==> src/rtl/mixer_if_nco.sv <==
// Windowed edge-count frequency measurement of N_CH RF inputs against a shared
// oscillator; each positive count difference sets an FCW for a per-channel NCO.
module mixer_if_nco #(
    parameter int unsigned N_CH        = 2,
    parameter int unsigned WINDOW_LEN  = 1024,
    parameter int unsigned CNT_W       = $clog2(WINDOW_LEN/2+1),
    parameter int unsigned PHASE_W     = 24,
    parameter int unsigned FCW_SHIFT   = 8,
    parameter int unsigned DEFAULT_FCW = 16,
    parameter int unsigned SAMPLE_DIV  = 1
) (
    input  logic                      clk,
    input  logic                      rst,
    input  logic                      pd,
    input  logic [N_CH-1:0]           rf_in,
    input  logic                      osc_in,
    output logic [N_CH*(CNT_W+1)-1:0] if_cnt,
    output logic [N_CH*PHASE_W-1:0]   fcw,
    output logic                      meas_valid,
    output logic                      sample_en,
    output logic [N_CH*PHASE_W-1:0]   phase
);
    localparam int unsigned WIN_W = $clog2(WINDOW_LEN);
    localparam int unsigned DIV_W = (SAMPLE_DIV > 1) ? $clog2(SAMPLE_DIV) : 1;
    localparam int unsigned DW    = CNT_W + 1;

    // Bit N_CH of the conditioned vectors is the oscillator.
    logic [N_CH:0]              sync1_q, sync2_q, prev_q, rise;
    logic [CNT_W-1:0]           cnt_q    [N_CH+1];
    logic [CNT_W-1:0]           cnt_d    [N_CH+1];
    logic [DW-1:0]              fin      [N_CH+1];
    logic [WIN_W-1:0]           win_q, win_d;
    logic [DIV_W-1:0]           sdiv_q, sdiv_d;
    logic                       win_end;
    logic                       pend_q, pend_d;
    logic signed [DW-1:0]       diff_q   [N_CH];
    logic signed [DW-1:0]       diff_d   [N_CH];
    logic signed [DW-1:0]       if_cnt_q [N_CH];
    logic signed [DW-1:0]       if_cnt_d [N_CH];
    logic [PHASE_W-1:0]         fcw_q    [N_CH];
    logic [PHASE_W-1:0]         fcw_d    [N_CH];
    logic [PHASE_W-1:0]         phase_q  [N_CH];
    logic [PHASE_W-1:0]         phase_d  [N_CH];
    logic                       meas_valid_q, meas_valid_d;
    logic                       sample_en_q, sample_en_d;

    function automatic logic [PHASE_W-1:0] fcw_rule(input logic signed [DW-1:0] d);
        logic [PHASE_W-1:0] ext;
        ext = PHASE_W'(d);
        return (d > 0) ? (ext << FCW_SHIFT) : PHASE_W'(DEFAULT_FCW);
    endfunction

    assign rise    = sync2_q & ~prev_q;
    assign win_end = (win_q == WIN_W'(WINDOW_LEN - 1));

    // Measurement path: window/divider counters, edge counters, closing difference.
    always_comb begin
        win_d  = win_q;
        sdiv_d = sdiv_q;
        pend_d = 1'b0;
        diff_d = diff_q;
        for (int unsigned i = 0; i <= N_CH; i++) begin
            fin[i]   = DW'(cnt_q[i]) + DW'(rise[i]);
            cnt_d[i] = cnt_q[i];
        end
        if (pd) begin
            win_d  = '0;
            sdiv_d = '0;
            for (int unsigned i = 0; i <= N_CH; i++) cnt_d[i] = '0;
        end else begin
            win_d  = win_end ? '0 : win_q + WIN_W'(1);
            sdiv_d = (sdiv_q == DIV_W'(SAMPLE_DIV - 1)) ? '0 : sdiv_q + DIV_W'(1);
            for (int unsigned i = 0; i <= N_CH; i++)
                cnt_d[i] = win_end ? '0 : cnt_q[i] + CNT_W'(rise[i]);
            if (win_end) begin
                pend_d = 1'b1;
                for (int unsigned c = 0; c < N_CH; c++)
                    diff_d[c] = fin[c] - fin[N_CH];
            end
        end
    end

    // The closing difference is staged one cycle so if_cnt, fcw and meas_valid
    // change together and the new fcw feeds only accumulations after the pulse.
    always_comb begin
        if_cnt_d     = if_cnt_q;
        fcw_d        = fcw_q;
        phase_d      = phase_q;
        meas_valid_d = 1'b0;
        sample_en_d  = 1'b0;
        if (pd) begin
            for (int unsigned c = 0; c < N_CH; c++) fcw_d[c] = PHASE_W'(DEFAULT_FCW);
        end else begin
            sample_en_d = (sdiv_q == DIV_W'(SAMPLE_DIV - 1));
            for (int unsigned c = 0; c < N_CH; c++) begin
                if (sample_en_q) phase_d[c] = phase_q[c] + fcw_q[c];
                if (pend_q) begin
                    if_cnt_d[c] = diff_q[c];
                    fcw_d[c]    = fcw_rule(diff_q[c]);
                end
            end
            meas_valid_d = pend_q;
        end
    end

    always_ff @(posedge clk or posedge rst) begin
        if (rst) begin
            sync1_q      <= '0;
            sync2_q      <= '0;
            prev_q       <= '0;
            win_q        <= '0;
            sdiv_q       <= '0;
            pend_q       <= 1'b0;
            meas_valid_q <= 1'b0;
            sample_en_q  <= 1'b0;
            for (int unsigned i = 0; i <= N_CH; i++) cnt_q[i] <= '0;
            for (int unsigned c = 0; c < N_CH; c++) begin
                diff_q[c]   <= '0;
                if_cnt_q[c] <= '0;
                fcw_q[c]    <= PHASE_W'(DEFAULT_FCW);
                phase_q[c]  <= '0;
            end
        end else begin
            sync1_q      <= {osc_in, rf_in};
            sync2_q      <= sync1_q;
            prev_q       <= sync2_q;
            win_q        <= win_d;
            sdiv_q       <= sdiv_d;
            pend_q       <= pend_d;
            meas_valid_q <= meas_valid_d;
            sample_en_q  <= sample_en_d;
            cnt_q        <= cnt_d;
            diff_q       <= diff_d;
            if_cnt_q     <= if_cnt_d;
            fcw_q        <= fcw_d;
            phase_q      <= phase_d;
        end
    end

    assign meas_valid = meas_valid_q;
    assign sample_en  = sample_en_q;

    for (genvar c = 0; c < N_CH; c++) begin : g_out
        assign if_cnt[c*DW +: DW]          = if_cnt_q[c];
        assign fcw[c*PHASE_W +: PHASE_W]   = fcw_q[c];
        assign phase[c*PHASE_W +: PHASE_W] = phase_q[c];
    end
endmodule

==> config.mk <==
export PLATFORM = sky130hd
export DESIGN_NAME = mixer_if_nco
export DESIGN_NICKNAME = d
export VERILOG_FILES = /design/src/rtl/mixer_if_nco.sv
export SDC_FILE = /design/constraint.sdc
export NUM_CORES = 1
export LEC_CHECK = 0
export ABC_AREA = 1
export CORE_MARGIN = 2
export CORE_UTILIZATION = 57
export DETAILED_ROUTE_END_ITERATION = 10
export PLACE_DENSITY = 0.85
export RECOVER_POWER = 25
export SLEW_MARGIN = 20
export SYNTH_ARGS = -nofsm -noshare
export SYNTH_HDL_FRONTEND = slang
export SYNTH_SLANG_ARGS = --single-unit
==> constraint.sdc <==
create_clock -name clk -period 7.27 [get_ports clk]
set_input_delay 2.181 -clock clk [delete_from_list [all_inputs] [get_ports clk]]
set_output_delay 2.181 -clock clk [all_outputs]
set_load 0.02 [all_outputs]
# Word-level counts from Yosys, hierarchy flattened
# Cells that the tools add are included.
[classes]
n_addsub = 12
magnitude_cmp = 2
eq_ne = 1
muxes = 17
bitwise = 4
n_reduce_logical = 4
[op_table]
columns = ["cell", "count"]
rows = [
  ["2-to-1 mux 24 bit", 4],
  ["2-to-1 mux 10 bit", 5],
  ["adder 24 bit", 2],
  ["2-to-1 mux 48 bit", 1],
  ["adder 10 x 1 -> 11 bit", 3],
  ["adder 10 x 1 -> 10 bit", 3],
  ["2-to-1 mux 30 bit", 1],
  ["greater-than comparator 11 x 1 -> 1 bit (second input constant)", 2],
  ["subtractor 11 bit", 2],
  ["adder 10 x 1 -> 10 bit (second input constant)", 1],
  ["equality test 10 bit (second input constant)", 1],
  ["2-to-1 mux 1 bit", 6],
  ["AND reduction 2 bit", 3],
  ["AND 3 bit", 1],
  ["NOT 3 bit", 1],
  ["NOT 1 bit", 2],
  ["nonzero test 2 bit", 1],
  ["adder 1 bit (second input constant)", 1],
]
[word_totals]
ff_bits = 193
input_bits = 6
output_inout_bits = 120
elab_cells = 59

# Logic depth before layout (Yosys ltp)
# Gate-level depths: netlist (run 1).
[logic_depth]
ltp_word = 5
ltp_mapped = 21
mapped_depth_nobuf = 21

# Least setup slack after synthesis (run 1)
# OpenSTA, ideal clock, no wires.
[synth_path]
path_kind = "input to register"
from = "input port pd"
to = "register phase_q, in the netlist phase[39]"
setup_ps = 66
arrival_ps = 2965
required_time_ps = 7204
path_slack_ps = 4240
cell_stages = 6
n_path_buf = 1
path_cell_list = "inv_2 > nand2_1 > inv_2 > clkbuf_1 > nand3_1 > nand2_1"
[synth_between]
elab_chain_len = 2
[synth_rtl]
columns = ["item", "line", "rtl"]
rows = [
  ["start: declaration", "14", "input logic pd,"],
  ["NOT 1 bit (no line)", "--", ""],
  ["AND reduction 2 bit (no line)", "--", ""],
  ["end signal: assignment", "136", "phase_q <= phase_d;"],
  ["end: declaration", "42", "logic [PHASE_W-1:0] phase_q [N_CH];"],
]
# Every way passes these cells.
# A chain may end at the register's enable or synchronous reset.

# Worst setup path after layout (run 1)
[layout_path]
from = "input port pd"
to = "register if_cnt_q, in the netlist if_cnt[21]"
[layout_between]
elab_chain_len = 2
[layout_rtl]
columns = ["item", "line", "rtl"]
rows = [
  ["NOT 1 bit (no line)", "--", ""],
  ["AND reduction 2 bit (no line)", "--", ""],
  ["end signal: assignment", "134", "if_cnt_q <= if_cnt_d;"],
  ["end: declaration", "38", "logic signed [DW-1:0] if_cnt_q [N_CH];"],
]
# Every way passes these cells.

==> key figures, run 1 <==
Global routing
  – Antenna violations before repair: 0
  – Gr ovfl total: 0
  – First-pass GRT wire length: 38.58 mm
  – Vias in the first global route: 8244
  – GRT Resource Usage Total: 26.44%
  – Largest net degree at the start of global routing: 112

Min path
  – Startpoint of the worst hold path: sync1_q[0]
  – Hold WC Path Type: reg -> reg
  – Hold path depth: 0

Worst setup path
  – Critical path startpoint category: primary input
  – Crit path arrival time: 4880 ps
  – Register-to-Register Path Depth: 14
  – Data required time at the worst endpoint: 7600 ps
  – Cell chain of the critical path: dlygate4sd3_1 > nor2_1 > clkbuf_1 > clkinv_1 > o21ai_0
  – Highest fanout seen on the critical path: 26
  – Cell count along the critical path: 5
  – Launch point of the critical path: pd
  – Slowest cell on the critical path: sky130_fd_sc_hd__clkinv_1
  – Reg2reg start: prev_q[2]
  – Delay contributed by the slowest stage of the critical path: 870 ps
  – Number of buffer and inverter stages on the critical path: 3
  – Endpoint class of the critical path: flop
  – Cell class contributing the biggest share of worst-path delay: buffers and inverters
  – Type of the setup path with the least slack: in -> reg

Clock tree
  – Number of clock sinks: 160
  – TritonCTS clock tree: yes
  – Hold buffers post-CTS: 0
  – Num CTS Buffers: 17
  – Maximum level of the CTS H-tree: 4
  – Maximum root-to-sink buffer count: 2
  – Worst-Skew Late Latency: 430 ps
  – Cts repair resizes: 0
  – Post-CTS clock slew at the launch and capture registers of the worst setup and hold paths: 60 ps
  – Buffer type at the clock tree root: sky130_fd_sc_hd__clkbuf_16
  – Number of setup buffers added after CTS: 0

Cells and area
  – Final cell count without fillers: 1659
  – Post-synthesis to final-layout area growth: 16.98%
  – Count of nets after finishing: 1494
  – Antenna diodes: 0
  – Final core utilization: 67.57%
  – Commonest cells after routing, fill and taps aside: sky130_fd_sc_hd__nand2_1 (405), sky130_fd_sc_hd__inv_1 (167), sky130_fd_sc_hd__dfrtp_1 (158)
  – Leading cell type in the layout, fill and taps excluded: sky130_fd_sc_hd__nand2_1
  – Filler cells: 1425
  – Final instance area: 11560 um^2
  – Fraction of final layout cells with drive strength greater than 1: 3.556%

Place
  – Port Buf Inserts: 103
  – Hpwl dp: 17.24 mm
  – Post-placement cell count: 1627
  – Area post-placement: 10950 um^2
  – RePlAce Congestion: 0.9411
  – Setup slack at placement: 2859 ps

Drt
  – Post-route antenna net violation count: 0
  – Wire length on met1: 9.799 mm
  – Top Metal Used: met4
  – Count of routing violations after the opening detailed-route iteration: 602
  – Vias after detailed routing: 8776
  – Detailed Route WL: 23.09 mm
  – Number of optimization iterations in the first detailed-route pass: 5
  – Met3 routed WL: 1.263 mm
  – Length of routed met2 wiring: 11.48 mm
  – Routed len/inst: 13.92 um
  – Residual DRC: 0
  – Ratio of routed vias to standard cells: 5.290

Floorplanning
  – Vertical die dimension: 135.7 um
  – Initial core utilization: 57.76%
  – Std-Cell Rows: 48
  – Total die area: 18410 um^2
  – Die extent in x: 135.7 um
  – I/O pin count: 126
  – Core Box Area: 17120 um^2

Synth
  – Number of cells produced by synthesis: 1329
  – Cell Area, Synth: 9886 um^2
  – Top cells by area, synth: sky130_fd_sc_hd__dfrtp_1 (40%), sky130_fd_sc_hd__nand2_1 (15%), sky130_fd_sc_hd__ha_1 (8.2%)
  – Most instantiated flip-flop cell in the synthesis netlist: sky130_fd_sc_hd__dfrtp_1
  – Synth warn: 0
  – Number of flops mapped to enable cells by yosys: 0
  – Cell accounting for the most synthesized area: sky130_fd_sc_hd__dfrtp_1
  – Mean Syn Cell Area: 7.438 um^2
  – Sequential-to-total area share from yosys stat: 40.53%
  – Total of flip-flops plus latches after synthesis: 160
  – Number of unique standard cell types used by synthesis: 34
  – Post-synthesis async set-or-reset flop share: 100.0%
  – Top-area cell type share of the netlist area: 39.99%

Timing
  – Worst hold margin: 347.1 ps
  – Unrepaired setup endpoints after global routing: false
  – Worst slew margin relative to its limit: 27.89%
  – Slew @ Worst Pin: 1078 ps
  – Final critical path time including I/O delays and setup: 4548 ps
  – Achievable Freq: 0.2199 GHz
  – Max-slew violation count: 0
  – Post-route clock period utilization: 62.56%
  – Post-route setup slack: 2722 ps
  – Total negative slack: 0 ps
  – Setup violators final: 0
  – Number of hold violations in the final report: 0
  – Setup Skew: 7.978 ps

Power and ir drop
  – Design Power: 2.176 mW
  – P_leak: 6.110 nW
  – Areal power density over the cells: 188.2 nW/um^2
  – Maximum vdd drop: 0.1790 mV

Job
  – Max_cap viols: 0

Status
  – Result of the run: complete, no violations
[final cells by class]
class	count	area (um^2)	area share, %
Clock buffer	22	474.2	4.100
Clock inverter	10	150.1	1.298
Inverter	172	650.6	5.626
Multi-Input combinational cell	964	4952	42.82
Sequential cell	160	4006	34.64
Tap cell	225	281.5	2.434
Timing Repair Buffer	106	1050	9.077
[kinds of logic after synthesis]
family	share of synthesized area, %
compound gates	6.252
flops	40.53
other cells	0.03793
xor+xnor	4.518
fa+ha+maj	8.632
buf+inv	10.10
simple gates	29.93
[power by group]
| part | total, mW | switching (mW) | internal, mW |
|---|---|---|---|
| Combinational | 0.269 | 0.166 | 0.103 |
| Sequential | 0.956 | 0.0357 | 0.921 |
| Clock | 0.951 | 0.378 | 0.573 |
| Total | 2.18 | 0.580 | 1.60 |
[worst reg2reg max path: cells and delay by family, from the launching register on]
| family | cells | cell delay (ps) |
|---|---|---|
| simple gates | 8 | 1180 |
| fa+ha+maj | 2 | 570 |
| compound gates | 2 | 510 |
| flops | 1 | 370 |
| xor+xnor | 1 | 340 |
| buf+inv | 1 | 170 |
[Yosys cell counts (4+ instances only)]
library cell,instances
sky130_fd_sc_hd__a21oi_1,41
sky130_fd_sc_hd__and2_1,6
sky130_fd_sc_hd__buf_2,6
sky130_fd_sc_hd__buf_4,32
sky130_fd_sc_hd__clkbuf_1,13
sky130_fd_sc_hd__dfrtp_1,158
sky130_fd_sc_hd__ha_1,65
sky130_fd_sc_hd__inv_1,167
sky130_fd_sc_hd__inv_2,4
sky130_fd_sc_hd__nand2_1,405
sky130_fd_sc_hd__nand3_1,106
sky130_fd_sc_hd__nand3b_1,4
sky130_fd_sc_hd__nand4_1,11
sky130_fd_sc_hd__nor2_1,137
sky130_fd_sc_hd__nor3_1,14
sky130_fd_sc_hd__nor3b_1,5
sky130_fd_sc_hd__nor4_1,4
sky130_fd_sc_hd__o21ai_0,62
sky130_fd_sc_hd__o21bai_1,9
sky130_fd_sc_hd__or2_2,7
sky130_fd_sc_hd__xnor2_1,22
sky130_fd_sc_hd__xor2_1,29
[state kept, by name (all words and copies together) (netlist names)]
name / cells
phase: 40
win_q: 10
sync1_q: 3
meas_valid: 1
diff_q: 22
sample_en: 1
cnt_q: 30
pend_q: 1
prev_q: 3
fcw: 24
if_cnt: 22
sync2_q: 3
[per-layer routing]
metal,up-vias,track usage [%]
li1,4351,-
met1,4114,33.96
met2,267,45.93
met3,44,3.591
met4,0,9.317
met5,-,0
[final timing paths]
path	endpoint	slack [ps]
worst max-delay path	if_cnt[21]	2720
worst min-delay path	sync2_q[0]	350
worst max register to register	diff_q[17]	4030
worst min register to register	sync2_q[0]	350
max in group asynchronous	fcw[33]	3580
min in group asynchronous	phase[42]	2470
(Power assumes the default switching activity.)
==> run 2, diff against run 1 <==
clock period = 4.7 ns   (was 7.27 ns; I/O delays follow)
==> key figures, run 2 (synthesized netlist as in run 1, its figures left out) <==
Status
  – Result of the run: finished, violations left (was complete, no violations)
  – Failing checks: max-capacitance violations, max-slew violations

Drt
  – Ratio of routed vias to standard cells: 5.257 (was 5.290)
  – Number of optimization iterations in the first detailed-route pass: 6 (was 5)
  – Top Metal Used: met4 (unchanged)
  – Residual DRC: 0 (unchanged)
  – Detailed Route WL: 22.87 mm (was 23.09 mm)
  – Post-route antenna net violation count: 0 (unchanged)
  – Routed len/inst: 13.78 um (was 13.92 um)
  – Met3 routed WL: 1.189 mm (was 1.263 mm)
  – Vias after detailed routing: 8726 (was 8776)
  – Wire length on met1: 9.972 mm (was 9.799 mm)
  – Count of routing violations after the opening detailed-route iteration: 594 (was 602)
  – Length of routed met2 wiring: 11.26 mm (was 11.48 mm)

Power and ir drop
  – Areal power density over the cells: 281.0 nW/um^2 (was 188.2 nW/um^2)
  – Maximum vdd drop: 0.2937 mV (was 0.1790 mV)
  – P_leak: 6.083 nW (was 6.110 nW)
  – Design Power: 3.237 mW (was 2.176 mW)

Worst setup path
  – Type of the setup path with the least slack: in -> async (was in -> reg)
  – Endpoint class of the critical path: async pin (was flop)
  – Cell chain of the critical path: dlygate4sd3_1 > clkinvlp_2 > clkbuf_2 (was dlygate4sd3_1 > nor2_1 > clkbuf_1 > clkinv_1 > o21ai_0)
  – Delay contributed by the slowest stage of the critical path: 1280 ps (was 870 ps)
  – Critical path startpoint category: primary input (unchanged)
  – Data required time at the worst endpoint: 4960 ps (was 7600 ps)
  – Launch point of the critical path: rst (was pd)
  – Reg2reg start: prev_q[2] (unchanged)
  – Crit path arrival time: 3880 ps (was 4880 ps)
  – Slowest cell on the critical path: sky130_fd_sc_hd__clkbuf_2 (was sky130_fd_sc_hd__clkinv_1)
  – Highest fanout seen on the critical path: 66 (was 26)

Timing
  – Worst slew margin relative to its limit: -6.428% (was 27.89%)
  – Number of hold violations in the final report: 0 (unchanged)
  – Setup violators final: 0 (unchanged)
  – Setup Skew: 9.905 ps (was 7.978 ps)
  – Unrepaired setup endpoints after global routing: false (unchanged)
  – Final critical path time including I/O delays and setup: 3611 ps
  – Slew @ Worst Pin: 1596 ps (was 1078 ps)
  – Post-route clock period utilization: 76.83%
  – Max-slew violation count: 67 (was 0)
  – Achievable Freq: 0.2769 GHz
  – Total negative slack: 0 ps (unchanged)

Cells and area
  – Count of nets after finishing: 1495 (was 1494)
  – Leading cell type in the layout, fill and taps excluded: sky130_fd_sc_hd__nand2_1 (unchanged)
  – Fraction of final layout cells with drive strength greater than 1: 3.693% (was 3.556%)
  – Area occupied by multi-input gates: 4952 um^2 (unchanged)
  – Filler cells: 1449 (was 1425)
  – Number of flip-flops under the largest register name: 40 (unchanged)
  – Final instance area: 11520 um^2 (was 11560 um^2)
  – Final core utilization: 67.31% (was 67.57%)
  – Commonest cells after routing, fill and taps aside: sky130_fd_sc_hd__nand2_1 (405), sky130_fd_sc_hd__inv_1 (167), sky130_fd_sc_hd__dfrtp_1 (158) (unchanged)
  – Area taken by flip-flops and latches: 4006 um^2 (unchanged)
  – Post-synthesis to final-layout area growth: 16.54% (was 16.98%)
  – Antenna diodes: 0 (unchanged)

Clock tree
  – Cts repair resizes: 0 (unchanged)
  – Worst-Skew Late Latency: 440 ps (was 430 ps)
  – Post-CTS clock slew at the launch and capture registers of the worst setup and hold paths: 70 ps (was 60 ps)
  – Number of clock sinks: 160 (unchanged)
  – TritonCTS clock tree: yes (unchanged)
  – Num CTS Buffers: 17 (unchanged)
  – Maximum root-to-sink buffer count: 2 (unchanged)
  – Hold buffers post-CTS: 0 (unchanged)
  – Number of setup buffers added after CTS: 0 (unchanged)
  – Buffer type at the clock tree root: sky130_fd_sc_hd__clkbuf_16 (unchanged)
  – Maximum level of the CTS H-tree: 4 (unchanged)

Global routing
  – First-pass GRT wire length: 38.20 mm (was 38.58 mm)
  – GRT Resource Usage Total: 25.86% (was 26.44%)
  – Antenna violations before repair: 0 (unchanged)
  – Gr ovfl total: 0 (unchanged)
  – Vias in the first global route: 8218 (was 8244)
  – Largest net degree at the start of global routing: 77 (was 112)

Floorplanning
  – Die extent in x: 135.7 um (unchanged)
  – Total die area: 18410 um^2 (unchanged)
  – Vertical die dimension: 135.7 um (unchanged)
  – Initial core utilization: 57.76% (unchanged)
  – Std-Cell Rows: 48 (unchanged)
  – I/O pin count: 126 (unchanged)
  – Core Box Area: 17120 um^2 (unchanged)

Min path
  – Hold WC Path Type: reg -> reg (unchanged)
  – Startpoint of the worst hold path: sync1_q[1] (was sync1_q[0])

Job
  – Max_cap viols: 1 (was 0)

Place
  – Port Buf Inserts: 103 (unchanged)
  – RePlAce Congestion: 0.9289 (was 0.9411)
  – Hpwl dp: 17.09 mm (was 17.24 mm)
  – Area post-placement: 10980 um^2 (was 10950 um^2)
-- run 2: final cells by class --
class	instances	share of cell area, %
clock buffers	19	3.758
clock inverters	13	1.129
inverters	172	5.615
multi-input cells	964	42.98
flip-flops and latches	160	34.77
well taps	225	2.444
repair buffers	107	9.296
-- run 2: metal layers --
metal | vias to the layer above | track usage, %
li1 | 4345 | -
met1 | 4077 | 33.76
met2 | 259 | 44.22
met3 | 45 | 4.415
met4 | 0 | 7.813
met5 | - | 0
-- run 2: critical path, delay by kind of cell --
family                 cells  cell delay, ps
buffers and inverters      3            2410
-- run 2: final timing paths --
check	to	slack [ps]	cells after the start
worst max-delay path	phase[22]	1090	3
worst min-delay path	sync2_q[1]	360	0
worst max register to register	diff_q[21]	1530	19
worst min register to register	sync2_q[1]	360	0
max in group clk	diff_q[15]	1390	4
min in group asynchronous	phase[41]	1590	2
-- run 2: metrics by stage --
| step | cells | setup WS [ps] | hold WS (ps) |
|---|---|---|---|
| after floorplan | 1350 | 1263 | 331.2 |
| after global placement | 1628 | 1258 | 333.8 |
| after detailed placement | 1628 | 1182 | 337.8 |
| after CTS | 1660 | 1466 | 357.9 |
| after global routing | 1660 | 614.1 | 367.5 |
| final | 1660 | 1089 | 355.3 |
-- run 2: where the power goes --
part | leakage (nW) | switching [mW] | internal (mW)
Combinational | 3.64 | 0.258 | 0.160
Sequential | 2.18 | 0.0531 | 1.42
Clock | 0.266 | 0.604 | 0.739
Total | 6.08 | 0.915 | 2.32
==> run 3, diff against run 2 <==
CORE_UTILIZATION = 51   (was 57)
PLACE_DENSITY = 0.8   (was 0.85)
clock period = 3.3 ns   (was 4.7 ns; I/O delays follow)
==> key figures, run 3 (synthesized netlist as in run 1, its figures left out) <==
Status
  – Result of the run: complete, no violations (was finished, violations left)

Worst setup path
  – Critical path startpoint category: flop (was primary input)
  – Critical path's most frequent cell: sky130_fd_sc_hd__nand2_1
  – Highest fanout seen on the critical path: 3 (was 66)
  – Endpoint class of the critical path: flop (was async pin)
  – Cell chain of the critical path: inv_1 > nor2_1 > ha_1 > nand3_1 > nor2_4 > nand4_1 > nor2_2 > xnor2_1 > ha_1 > ha_1 > nand2_1 > nor2_1 > nand2_1 > nor2_1 > inv_1 > nand3_1 > nand2_1 > nand3_1 > nand2_1 (was dlygate4sd3_1 > clkinvlp_2 > clkbuf_2)
  – Setup slack on the worst flop-to-flop path: 320 ps (was 1530 ps)
  – Data required time at the worst endpoint: 3620 ps (was 4960 ps)
  – Crit path arrival time: 3300 ps (was 3880 ps)
  – Type of the setup path with the least slack: reg -> reg (was in -> async)
  – Delay contributed by the slowest stage of the critical path: 340 ps (was 1280 ps)
  – Slowest cell on the critical path: sky130_fd_sc_hd__dfrtp_1 (was sky130_fd_sc_hd__clkbuf_2)

Job
  – Max_cap viols: 0 (was 1)

Global routing
  – Largest net degree at the start of global routing: 52 (was 77)
  – Gr ovfl total: 0 (unchanged)
  – Vias in the first global route: 8090 (was 8218)
  – Antenna violations before repair: 0 (unchanged)
  – First-pass GRT wire length: 38.28 mm (was 38.20 mm)
  – GRT Resource Usage Total: 23.44% (was 25.86%)

Cells and area
  – Number of flip-flops under the largest register name: 40 (unchanged)
  – Fraction of final layout cells with drive strength greater than 1: 4.306% (was 3.693%)
  – Antenna diodes: 0 (unchanged)
  – Commonest cells after routing, fill and taps aside: sky130_fd_sc_hd__nand2_1 (405), sky130_fd_sc_hd__inv_1 (167), sky130_fd_sc_hd__dfrtp_1 (158) (unchanged)
  – Count of nets after finishing: 1502 (was 1495)
  – Filler cells: 1676 (was 1449)
  – Area taken by flip-flops and latches: 4006 um^2 (unchanged)
  – Final instance area: 11650 um^2 (was 11520 um^2)
  – Final cell count without fillers: 1700 (was 1660)
  – Leading cell type in the layout, fill and taps excluded: sky130_fd_sc_hd__nand2_1 (unchanged)
  – Area occupied by multi-input gates: 4972 um^2 (was 4952 um^2)
  – Post-synthesis to final-layout area growth: 17.85% (was 16.54%)

Clock tree
  – Num CTS Buffers: 17 (unchanged)
  – Number of setup buffers added after CTS: 0 (unchanged)
  – Buffer type at the clock tree root: sky130_fd_sc_hd__clkbuf_16 (unchanged)
  – Maximum root-to-sink buffer count: 2 (unchanged)
  – Maximum level of the CTS H-tree: 4 (unchanged)
  – Number of clock sinks: 160 (unchanged)
  – TritonCTS clock tree: yes (unchanged)
  – Post-CTS clock slew at the launch and capture registers of the worst setup and hold paths: 60 ps (was 70 ps)
  – Worst-Skew Late Latency: 440 ps (about the same)
  – Hold buffers post-CTS: 0 (unchanged)

Timing
  – Post-route clock period utilization: 90.23%
  – Achievable Freq: 0.3358 GHz
  – Max-slew violation count: 0 (was 67)
  – Number of hold violations in the final report: 0 (unchanged)
  – Setup Skew: 8.397 ps (was 9.905 ps)
  – Unrepaired setup endpoints after global routing: false (unchanged)
  – Worst slew margin relative to its limit: 27.50% (was -6.428%)
  – Slew @ Worst Pin: 1087 ps (was 1596 ps)
  – Setup violators final: 0 (unchanged)
  – Final critical path time including I/O delays and setup: 2978 ps
  – Total negative slack: 0 ps (unchanged)
  – Worst hold margin: 350.9 ps (was 355.3 ps)

Place
  – Port Buf Inserts: 103 (unchanged)
  – Post-placement cell count: 1670 (was 1628)
  – Area post-placement: 11100 um^2 (was 10980 um^2)
  – Hpwl dp: 17.89 mm (was 17.09 mm)
  – RePlAce Congestion: 0.9206 (was 0.9289)

Floorplanning
  – Total die area: 20510 um^2 (was 18410 um^2)
  – Std-Cell Rows: 50 (was 48)
  – Vertical die dimension: 143.2 um (was 135.7 um)
  – Die extent in x: 143.2 um (was 135.7 um)
  – Core Box Area: 18890 um^2 (was 17120 um^2)
  – I/O pin count: 126 (unchanged)
  – Initial core utilization: 52.32% (was 57.76%)

Drt
  – Residual DRC: 0 (unchanged)
  – Routed len/inst: 13.80 um (was 13.78 um)
  – Post-route antenna net violation count: 0 (unchanged)
  – Ratio of routed vias to standard cells: 5.059 (was 5.257)
  – Count of routing violations after the opening detailed-route iteration: 456 (was 594)
  – Vias after detailed routing: 8601 (was 8726)
  – Detailed Route WL: 23.46 mm (was 22.87 mm)
  – Number of optimization iterations in the first detailed-route pass: 5 (was 6)

Power and ir drop
  – P_leak: 6.130 nW (was 6.083 nW)
  – Maximum vdd drop: 0.3735 mV (was 0.2937 mV)
  – Areal power density over the cells: 399.0 nW/um^2 (was 281.0 nW/um^2)

Min path
  – Hold WC Path Type: reg -> reg (unchanged)
## run 3: path summary, 6_finish.rpt
path,startpoint,end,cells past startpoint
setup / recovery,sync2_q[2],diff_q[10],19
hold / removal,sync1_q[2],sync2_q[2],0
setup reg to reg,sync2_q[2],diff_q[10],19
hold reg to reg,sync1_q[2],sync2_q[2],0
max in group asynchronous,rst,prev_q[0],3
min in group asynchronous,rst,diff_q[8],2
## run 3: timing repair
item                                    CTS  global route
hold endpoints to repair                  0             0
endpoints found under the setup margin    0             4
gates resized for setup                   0             5
## run 3: stage by stage
step / power [mW] / util, % / setup WS (ps)
2_1_floorplan: 2.534 / - / 282.8
4_1_cts: 4.674 / 61.79 / 273.1
6_report: 4.648 / 61.66 / 322.3
5_1_grt: 4.840 / 61.66 / 17.53
3_5_place_dp: 2.746 / 58.77 / 336.5
3_3_place_gp: 2.729 / 58.77 / 360.0
## run 3: metal layers
| layer | up-vias | routed length, um | GRT usage, % |
|---|---|---|---|
| met3 | 26 | 1147 | 3.924 |
| met2 | 223 | 11430 | 40.49 |
| li1 | 4339 | - | - |
| met4 | 0 | 316 | 6.553 |
| met5 | - | 0 | 0 |
| met1 | 4013 | 10560 | 30.47 |
## run 3: area by class of cell
| class | instances | area share, % |
|---|---|---|
| tap | 260 | 2.792 |
| clock inverter | 10 | 0.9666 |
| inverter | 172 | 5.553 |
| sequential | 160 | 34.39 |
| timing repair buffer | 114 | 9.698 |
| multi-input combinational | 964 | 42.68 |
| clock buffer | 20 | 3.920 |
## run 3: power breakdown
part	total (mW)	internal, mW	switching [mW]
registers	2.10	2.03	0.0753
logic	0.605	0.233	0.372
clock network	1.94	1.14	0.797
total	4.65	3.40	1.24
## run 3: worst max-delay path: cells and delay by family (launching register included)
| family | cells | cell delay (ps) |
|---|---|---|
| XOR/XNOR | 1 | 230 |
| buffers and inverters | 2 | 100 |
| adder cells (fa/ha/maj) | 3 | 860 |
| AND/OR/NAND/NOR | 13 | 1350 |
| flip-flops | 1 | 340 |
